--- src/rtl/render_pkg.sv ---
// Shared renderer constants: the 4x4 ordered-dither threshold table,
// the palette/scene codes and the background levels.
package render_pkg;

  // Bayer thresholds, indexed BAYER4[y][x] (row = y, column = x).
  localparam logic [0:3][0:3][3:0] BAYER4 = '{
    '{4'd0,  4'd8,  4'd2,  4'd10},
    '{4'd12, 4'd4,  4'd14, 4'd6},
    '{4'd3,  4'd11, 4'd1,  4'd9},
    '{4'd15, 4'd7,  4'd13, 4'd5}
  };

  typedef enum logic [1:0] {
    SCENE_GREY = 2'd0,
    SCENE_WARM = 2'd1,
    SCENE_CYAN = 2'd2,
    SCENE_GOLD = 2'd3
  } scene_t;

  localparam logic [1:0] SKY_B     = 2'd1;
  localparam logic [1:0] FLOOR_LVL = 2'd1;

endpackage

--- src/rtl/bayer4x4_lut.sv ---
// 4x4 ordered-dither threshold lookup, purely combinational.
//   x [1:0]  column within the dither cell
//   y [1:0]  row within the dither cell
//   t [3:0]  threshold 0..15
module bayer4x4_lut
  import render_pkg::*;
(
  input  logic [1:0] x,
  input  logic [1:0] y,
  output logic [3:0] t
);

  assign t = BAYER4[y][x];

endmodule

--- src/rtl/pixel_output_stage.sv ---
// Final renderer stage driving the VGA PMOD pins. Two register stages:
// S1 captures the renderer outputs, syncs and the few counter bits needed;
// S2 registers the dithered, palette-mapped colour and the delayed syncs.
// frame_count counts S1 vsync assertions and is not part of the pipeline.
//
// Ports:
//   clk, rst_n                    pixel clock, async active-low reset
//   h_count[10:0], v_count[9:0]   pixel position, aligned with hit/luma
//   hsync_in, vsync_in            raw syncs from the VGA controller
//   display_on_in                 active-video flag
//   hit, luma[5:0]                renderer coverage and intensity
//   scene_select[1:0]             palette select, sampled every pixel
//   r, g, b [1:0]                 dithered colour pins
//   hsync, vsync                  syncs delayed to match r/g/b
//   frame_count[7:0]              frames since reset, wrapping
//
// Build option: define TEMPORAL_DITHER_EN to rotate the dither cell by
// frame_count[1:0] so the pattern cycles over 4 frames.
module pixel_output_stage
  import render_pkg::*;
#(
  parameter int unsigned V_HORIZON = 240,
  parameter logic        SYNC_POL  = 1'b0
) (
  input  logic        clk,
  input  logic        rst_n,
  input  logic [10:0] h_count,
  input  logic [9:0]  v_count,
  input  logic        hsync_in,
  input  logic        vsync_in,
  input  logic        display_on_in,
  input  logic        hit,
  input  logic [5:0]  luma,
  input  logic [1:0]  scene_select,
  output logic [1:0]  r,
  output logic [1:0]  g,
  output logic [1:0]  b,
  output logic        hsync,
  output logic        vsync,
  output logic [7:0]  frame_count
);

  localparam logic       SYNC_IDLE = ~SYNC_POL;
  localparam logic [9:0] HORIZON   = 10'(V_HORIZON);

  // Stage 1 registers
  logic       hsync_s1, vsync_s1, disp_s1, hit_s1;
  logic [5:0] luma_s1;
  scene_t     scene_s1;
  logic       h5_s1, v5_s1, floor_s1;
  logic [1:0] x_s1, y_s1;

  logic [1:0] x_nxt, y_nxt;

`ifdef TEMPORAL_DITHER_EN
  assign x_nxt = h_count[1:0] ^ frame_count[1:0];
  assign y_nxt = v_count[1:0] ^ frame_count[1:0];
`else
  assign x_nxt = h_count[1:0];
  assign y_nxt = v_count[1:0];
`endif

  always_ff @(posedge clk or negedge rst_n) begin
    if (!rst_n) begin
      hsync_s1 <= SYNC_IDLE;
      vsync_s1 <= SYNC_IDLE;
      disp_s1  <= 1'b0;
      hit_s1   <= 1'b0;
      luma_s1  <= 6'd0;
      scene_s1 <= SCENE_GREY;
      h5_s1    <= 1'b0;
      v5_s1    <= 1'b0;
      floor_s1 <= 1'b0;
      x_s1     <= 2'd0;
      y_s1     <= 2'd0;
    end else begin
      hsync_s1 <= hsync_in;
      vsync_s1 <= vsync_in;
      disp_s1  <= display_on_in;
      hit_s1   <= hit;
      luma_s1  <= luma;
      scene_s1 <= scene_t'(scene_select);
      h5_s1    <= h_count[5];
      v5_s1    <= v_count[5];
      floor_s1 <= (v_count >= HORIZON);
      x_s1     <= x_nxt;
      y_s1     <= y_nxt;
    end
  end

  // Frame counter: one count per inactive->active edge of the S1 vsync.
  always_ff @(posedge clk or negedge rst_n) begin
    if (!rst_n) begin
      frame_count <= 8'd0;
    end else if (vsync_in == SYNC_POL && vsync_s1 == SYNC_IDLE) begin
      frame_count <= frame_count + 8'd1;
    end
  end

  logic [3:0] thr;

  bayer4x4_lut u_lut (
    .x (x_s1),
    .y (y_s1),
    .t (thr)
  );

  logic [1:0] base, q, half, lvl;
  logic [3:0] frac;
  logic [1:0] r_nxt, g_nxt, b_nxt;

  always_comb begin
    base  = luma_s1[5:4];
    frac  = luma_s1[3:0];
    // Rounding up is suppressed at base 3 so full-scale luma saturates.
    q     = (frac > thr && base != 2'd3) ? base + 2'd1 : base;
    half  = q >> 1;
    lvl   = (h5_s1 ^ v5_s1) ? FLOOR_LVL : 2'd0;
    r_nxt = 2'd0;
    g_nxt = 2'd0;
    b_nxt = 2'd0;
    if (disp_s1) begin
      if (hit_s1) begin
        case (scene_s1)
          SCENE_GREY: begin r_nxt = q;    g_nxt = q;    b_nxt = q;    end
          SCENE_WARM: begin r_nxt = q;    g_nxt = half; b_nxt = 2'd0; end
          SCENE_CYAN: begin r_nxt = 2'd0; g_nxt = q;    b_nxt = q;    end
          default:    begin r_nxt = q;    g_nxt = q;    b_nxt = half; end
        endcase
      end else if (floor_s1) begin
        r_nxt = lvl;
        g_nxt = lvl;
        b_nxt = lvl;
      end else begin
        b_nxt = SKY_B;
      end
    end
  end

  // Stage 2 registers
  always_ff @(posedge clk or negedge rst_n) begin
    if (!rst_n) begin
      r     <= 2'd0;
      g     <= 2'd0;
      b     <= 2'd0;
      hsync <= SYNC_IDLE;
      vsync <= SYNC_IDLE;
    end else begin
      r     <= r_nxt;
      g     <= g_nxt;
      b     <= b_nxt;
      hsync <= hsync_s1;
      vsync <= vsync_s1;
    end
  end

endmodule

--- config.mk ---
export PLATFORM = sky130hd
export DESIGN_NAME = pixel_output_stage
export DESIGN_NICKNAME = d
export VERILOG_FILES = /design/src/rtl/render_pkg.sv /design/src/rtl/bayer4x4_lut.sv /design/src/rtl/pixel_output_stage.sv
export SDC_FILE = /design/constraint.sdc
export NUM_CORES = 1
export LEC_CHECK = 0
export CORE_MARGIN = 2
export CORE_UTILIZATION = 45
export CTS_BUF_LIST = sky130_fd_sc_hd__clkbuf_2 sky130_fd_sc_hd__clkbuf_4 sky130_fd_sc_hd__clkbuf_8
export DETAILED_ROUTE_END_ITERATION = 16
export GPL_TIMING_DRIVEN = 0
export PLACE_DENSITY = 0.81
export SLEW_MARGIN = 20
export SYNTH_ARGS = -nofsm -noshare
export SYNTH_HDL_FRONTEND = slang
export SYNTH_HIERARCHICAL = 1
export SYNTH_SLANG_ARGS = --single-unit
--- constraint.sdc ---
create_clock -name clk -period 3.5 [get_ports clk]
set_input_delay 0.7 -clock clk [delete_from_list [all_inputs] [get_ports clk]]
set_output_delay 0.7 -clock clk [all_outputs]
set_load 0.01 [all_outputs]
==> out/results.ini, run 1 <==
[final_layout]
drive_above_1_share=0.1533
final_cells=183
num_antenna_cells=0
nets=190
final_cell_mix=clkdlybuf4s50_1 (39), dfrtp_1 (31), xor2_1 (7)
fin_util=0.6296
area_delta_synth_final_pct=36.00
mostFrequentLayoutCell=clkdlybuf4s50_1

[setup_path]
worstPathMaxFanout=1
worstPathRequired_ns=2.80
worst_path_max_delay_cell=dfstp_2
arrival_ns=1.38
crit_path_start_kind=flop
r2r_slack_ns=1.61
end_kind=output port
r2r-start=y_s1[0]
critical_path_class=flop to output port
cp_cell_sequence=clkdlybuf4s50_1
crit_buf_inv=1
crit_family=flip-flops
max_stage_delay_ns=0.53
startpoint=hsync

[sta]
rsz0062_at_grt=false
finalHoldViolations=0
min_period_ns=2.085
fin_setup_tns_ns=0
slew_violations=0
max-slew-margin-rel=0.5263
fin_skew_ns=0.006554
post-route-period-util=0.5957
tightest_slew_ns=0.7106
fmax_ghz=0.4797
setup_viol=0
whs_ns=0.3653

[grt]
grt_max_degree=36
use_met3=0.06332
busiest_layer=met2
grt_use_met1=0.1522
grt_pass1_wl_mm=3.705
met2_usage=0.2527
overflow=0
first_global_vias=885
antenna_found_initial=0
grt_usage=0.1475

[floorplanning]
die_h_um=59.58
core_area_sq_mm=0.003003
io-pin-count=51
die_area_sq_mm=0.003550
initial_core_util=0.4629
die_x_um=59.58
rows=20

[pwr]
p_leak_nw=0.8428
sequentialPowerShare=0.526
vdd_drop_max_mv=0.3367
switching_power_mw=0.2555
clockPowerShare=0.241
finalPower_mw=0.9528
internal_power_mw=0.6973
p_comb_frac=0.232
p_per_area_mw_per_mm2=504.0
switching_share=0.2681

[cts]
cts_setup_buffers=0
cts_sinks=35
ctsHoldBuffers=0
htreeDepth=2
cts_buffer_depth=2
clkLatencyLatePin_ns=0.33
cts_root_buf=clkbuf_4
cts_resized=0
cts_made_buffers=5
cts_tree=built
clk_pin_slew_ns=0.10

[synth]
synth_ff_type=dfrtp_1
yosysUniqueCellTypes=32
ys_warn_count=6
syn_avg_cell_area_sq_um=13.63
synth_edf_count=0
synth_area_sq_mm=0.001390
async_reset_ff_frac=1.000
yosysSeqAreaShare=0.6337
syn_nets=143
ys_seq_elements=35
netlist_instances=102

[worst_hold_path]
hp-start=hsync_s1
hold_class=flop to flop

[flow_run]
drv_cap=0

[detailed_routing]
wl_per_cell_um=12.10
vias=898
drt_iter0_markers=8
drc_errors=0
wirelength_mm=2.214
drtAntennaViolNets=0
drt_pass1_iterations=2
vias_per_cell=4.907

[placed_design]
place.gp.congestion=0.7016
port_buffers=40
place_inst=175
place_hpwl_mm=1.725

[run_status]
status=finished, final reports clean

state kept, by name (all words and copies together), names as in the netlist:
name and count:
vsync 1, r 2, scene_s1 2, h5_s1 1, vsync_s1 1, hsync 1
v5_s1 1, g 2, x_s1 2, b 2, hsync_s1 1, frame_count 8
luma_s1 6, y_s1 2, disp_s1 1, hit_s1 1, floor_s1 1
synthesized netlist by cell type (all sizes together), types with 3 or more instances:
cell type / instances / share of area
a21oi: 3 / 0.011
dfrtp: 31 / 0.56
dfstp: 4 / 0.076
ha: 6 / 0.054
inv: 4 / 0.011
nand2: 5 / 0.014
nand2b: 4 / 0.018
nand3: 3 / 0.011
nor2: 4 / 0.011
nor2b: 4 / 0.023
xnor2: 4 / 0.025
xor2: 7 / 0.044
power by group through the flow:
stage / logic, mW / registers (mW) / clock network [mW]
finish: 0.221 / 0.502 / 0.230
CTS: 0.226 / 0.502 / 0.239
global placement: 0.221 / 0.507 / 0
detailed placement: 0.225 / 0.508 / 0
global route: 0.244 / 0.511 / 0.254
floorplan: 0.0846 / 0.520 / 0
final cells by class:
cell class | instances | area, sq um
Tap cell | 33 | 41.29
Timing Repair Buffer | 40 | 395.4
Inverter | 4 | 15.01
Multi-Input combinational cell | 61 | 479.2
Buffer | 2 | 15.01
Clock inverter | 1 | 5.005
Fill cell | 243 | 1112
Sequential cell | 35 | 880.8
Clock buffer | 7 | 58.81
metal layers:
layer  vias to the layer above  routed length [um]
li1                        440                   -
met1                       422                 829
met2                        31                1161
met3                         5                 175
met4                         0                  47
met5                         -                   0
cells by family (layout without fill, tap and decap cells):
family	after synthesis	after routing	synth area share
xor gates and xnor gates	11	11	0.06931
and+or+nand+nor	28	28	0.1143
buffers and inverters	6	54	0.02160
adders and majority gates	6	6	0.05400
AOI/OAI and AO/OA	12	12	0.07380
muxes	4	4	0.03330
DFF	35	35	0.6337
worst register-to-register path, stage by stage, from the launching register on:
cell and delay (ns):
dfrtp_1 0.40, xor2_1 0.16, inv_1 0.06, ha_1 0.31
a41o_1 0.24, a21o_4 0.21, mux2i_2 0.18, nor3b_1 0.24
path summary, 6_finish.rpt:
kind | depth (start not counted) | endpoint
worst max-delay path | 1 | hsync
worst min-delay path | 0 | hsync
worst max register to register | 7 | g[1]
worst min register to register | 0 | hsync
max in group asynchronous | 1 | frame_count[5]
min in group asynchronous | 1 | y_s1[0]
metrics by stage:
step / area, sq um / setup WS [ns]
2_1_floorplan: 1390 / 1.746
3_5_place_dp: 1827 / 1.375
3_3_place_gp: 1832 / 1.118
4_1_cts: 1891 / 1.394
5_1_grt: 1891 / 1.374
6_report: 1891 / 1.415
Power figures use the tool's default switching activity.
==> inputs of run 2 (changes only) <==
- clock period: 3.5 -> 2.05 ns (I/O delays scaled with it)
==> results of run 2 <==
The final DEF is identical to that of run 1. Status: finished, final reports clean.
Main changes from that run: setup slack after placement 1.375 ns -> 0.1760 ns; setup slack after layout 1.415 ns -> 0.1598 ns; hold slack 0.3653 ns -> 0.1204 ns; start point of the critical path hsync -> y_s1[0]; end point of the critical path hsync -> g[1]; register-to-register setup slack 1.61 ns -> 0.16 ns; total power 0.9528 mW -> 1.627 mW; worst IR drop on VDD 0.3367 mV -> 0.5748 mV
==> inputs of run 3 (changes only) <==
- CORE_MARGIN: 2 -> 10
- SYNTH_HIERARCHICAL: 1 -> unset
==> run 3 against run 2 <==
  * Global-route usage fell by 4.3 points
  * Fmax rose by 0.57%
  * Sequential cell count did not move
  * Sequential share of layout area rose by 0.62 points
  * Critical path depth fell by 1
  * Register-to-register slack barely moved
  * Clock power fell by 9.9%
  * Final area fell by 1.3%
  * Critical endpoint is now r[1]
  * Largest cell class unchanged
  * Largest power group unchanged
  * Highest routed layer unchanged
==> out/results.ini, run 3 <==
[sta]
whs_ns=0.1189
max-slew-margin-rel=0.5099
min_period_ns=1.880
fin_skew_ns=0.01158
rsz0062_at_grt=false
tightest_slew_ns=0.7351
finalHoldViolations=0
fmax_ghz=0.5321
setup_viol=0
post-route-period-util=0.9168
setup_slack_ns=0.1705
slew_violations=0
fin_setup_tns_ns=0

[cts]
htreeDepth=2
ctsHoldBuffers=0
clk_pin_slew_ns=0.11
cts_buffer_depth=2
cts_setup_buffers=0
clkLatencyLatePin_ns=0.34
cts_sinks=35
cts_resized=0
cts_tree=built
cts_made_buffers=5
cts_root_buf=clkbuf_4

[detailed_routing]
drc_errors=0
drtAntennaViolNets=0
drt_iter0_markers=40
drt_pass1_iterations=4
vias=902
vias_per_cell=5.039
wirelength_mm=2.652
wl_per_cell_um=14.82

[synth]
syn_avg_cell_area_sq_um=13.71
synth_edf_count=0
synth_area_sq_mm=0.001371
ys_seq_elements=35
ys_warn_count=0
syn_nets=141
synth_common_cells=dfrtp_1 (31), xnor2_1 (7), ha_1 (6), nand2_1 (6), nor2_1 (5)
yosys.area.top_type=dfrtp_1
yosysUniqueCellTypes=31
synth_top_area_frac=0.5657
async_reset_ff_frac=1.000
synth.area.top_cells=dfrtp_1 (57%), dfstp_2 (7.7%), ha_1 (5.5%)
synthMostInstantiatedCell=dfrtp_1
yosysSeqAreaShare=0.6423
netlist_instances=100
synth_ff_type=dfrtp_1

[grt]
grt_max_degree=36
grt_usage=0.1050
first_global_vias=925
grt_pass1_wl_mm=4.340
antenna_found_initial=0
overflow=0

[floorplanning]
io-pin-count=51
die_x_um=75.20
rows=19
core_area_sq_mm=0.002829
die_h_um=75.20
initial_core_util=0.4847
die_area_sq_mm=0.005655

[setup_path]
worst_path_max_delay_cell=dfrtp_1
end_kind=flop
crit_buf_inv=0
cp_cell_sequence=xnor2_1 -> ha_1 -> a41o_1 -> a21oi_4 -> mux2i_2 -> nor3_1
arrival_ns=2.09
worstPathRequired_ns=2.26
crit_family=compound AO/OA/AOI/OAI gates
critical_path_class=flop to flop
worstPathMaxFanout=4
crit_path_start_kind=flop
max_stage_delay_ns=0.40

[final_layout]
fillers=220
drive_above_1_share=0.1419
final_cells=179
regMostFlops=frame_count
largest_register_ffs=8
fin_area_sq_mm=0.001866
num_antenna_cells=0
nets=188
mostFrequentLayoutCell=clkdlybuf4s50_1
final_cell_mix=clkdlybuf4s50_1 (39), dfrtp_1 (31), xnor2_1 (7)
area_delta_synth_final_pct=36.04
reg_top3=frame_count x8, luma_s1 x6

[pwr]
vdd_drop_max_mv=0.6397
p_per_area_mw_per_mm2=869.6
p_leak_nw=0.8151

[placed_design]
dpl_cell_area_sq_mm=0.001805
port_buffers=40
place.gp.congestion=0.7271
place_hpwl_mm=2.075
place_inst=171
pre_cts_slack_ns=0.1272

[run_status]
status=finished, final reports clean

[worst_hold_path]
hold_class=input port to async pin

[flow_run]
drv_cap=0

[run 3: cell types whose count changed after synthesis, sizes merged]
| cell | change |
|---|---|
| and4 | -1 |
| xor2 | -3 |
| inv | -2 |
| nor2b | -1 |
| nand2 | +1 |
| and2b | +1 |
| a21oi | +1 |
| nand3 | -3 |
| xnor2 | +3 |
| buf | -2 |
| nand4 | +3 |
| nor2 | +1 |
[run 3: metrics by stage]
stage          power [mW]  utilization
2_1_floorplan       1.042            -
3_3_place_gp        1.262       0.6400
3_5_place_dp        1.281       0.6382
4_1_cts             1.642       0.6568
5_1_grt             1.731       0.6594
6_report            1.622       0.6594
[run 3: worst paths after layout]
kind / from / to / slack [ns] / depth (start not counted)
worst max register to register: y_s1[0] / r[1] / 0.17 / 6
worst min-delay path: rst_n / floor_s1 / 0.12 / 1
max in group asynchronous: rst_n / g[0] / 1.46 / 1
worst max-delay path: y_s1[0] / r[1] / 0.17 / 6
worst min register to register: hsync_s1 / hsync / 0.36 / 0
min in group clk: hsync_s1 / hsync / 0.36 / 0
[run 3: per-layer routing]
layer / track usage / part of all wire / vias up
li1: - / - / 436
met1: 0.1029 / 0.37 / 430
met2: 0.1638 / 0.48 / 31
met3: 0.08541 / 0.13 / 5
met4: 0.03711 / 0.015 / 0
met5: 0 / 0 / -
[run 3: cell type report]
type / count / area [sq um] / area share
clock buffer: 5 / 37.54 / 0.02012
multi-input combinational: 63 / 490.5 / 0.2629
timing repair buffer: 40 / 395.4 / 0.2119
sequential: 35 / 880.8 / 0.4722
tap: 31 / 38.79 / 0.02079
inverter: 2 / 7.507 / 0.004024
clock inverter: 3 / 15.01 / 0.008048
[run 3: kinds of logic after synthesis]
| logic type | Yosys count | synth area share |
|---|---|---|
| xor+xnor | 11 | 0.07025 |
| compound gates | 13 | 0.08121 |
| fa+ha+maj | 6 | 0.05474 |
| mux | 4 | 0.03102 |
| flops | 35 | 0.6423 |
| simple gates | 29 | 0.1150 |
| buf+inv | 2 | 0.005476 |
[run 3: report_power, final]
| part | switching, mW | internal, mW | total [mW] |
|---|---|---|---|
| clock network | 0.226 | 0.127 | 0.353 |
| registers | 0.0850 | 0.777 | 0.862 |
| logic | 0.162 | 0.244 | 0.407 |
| total | 0.473 | 1.15 | 1.62 |
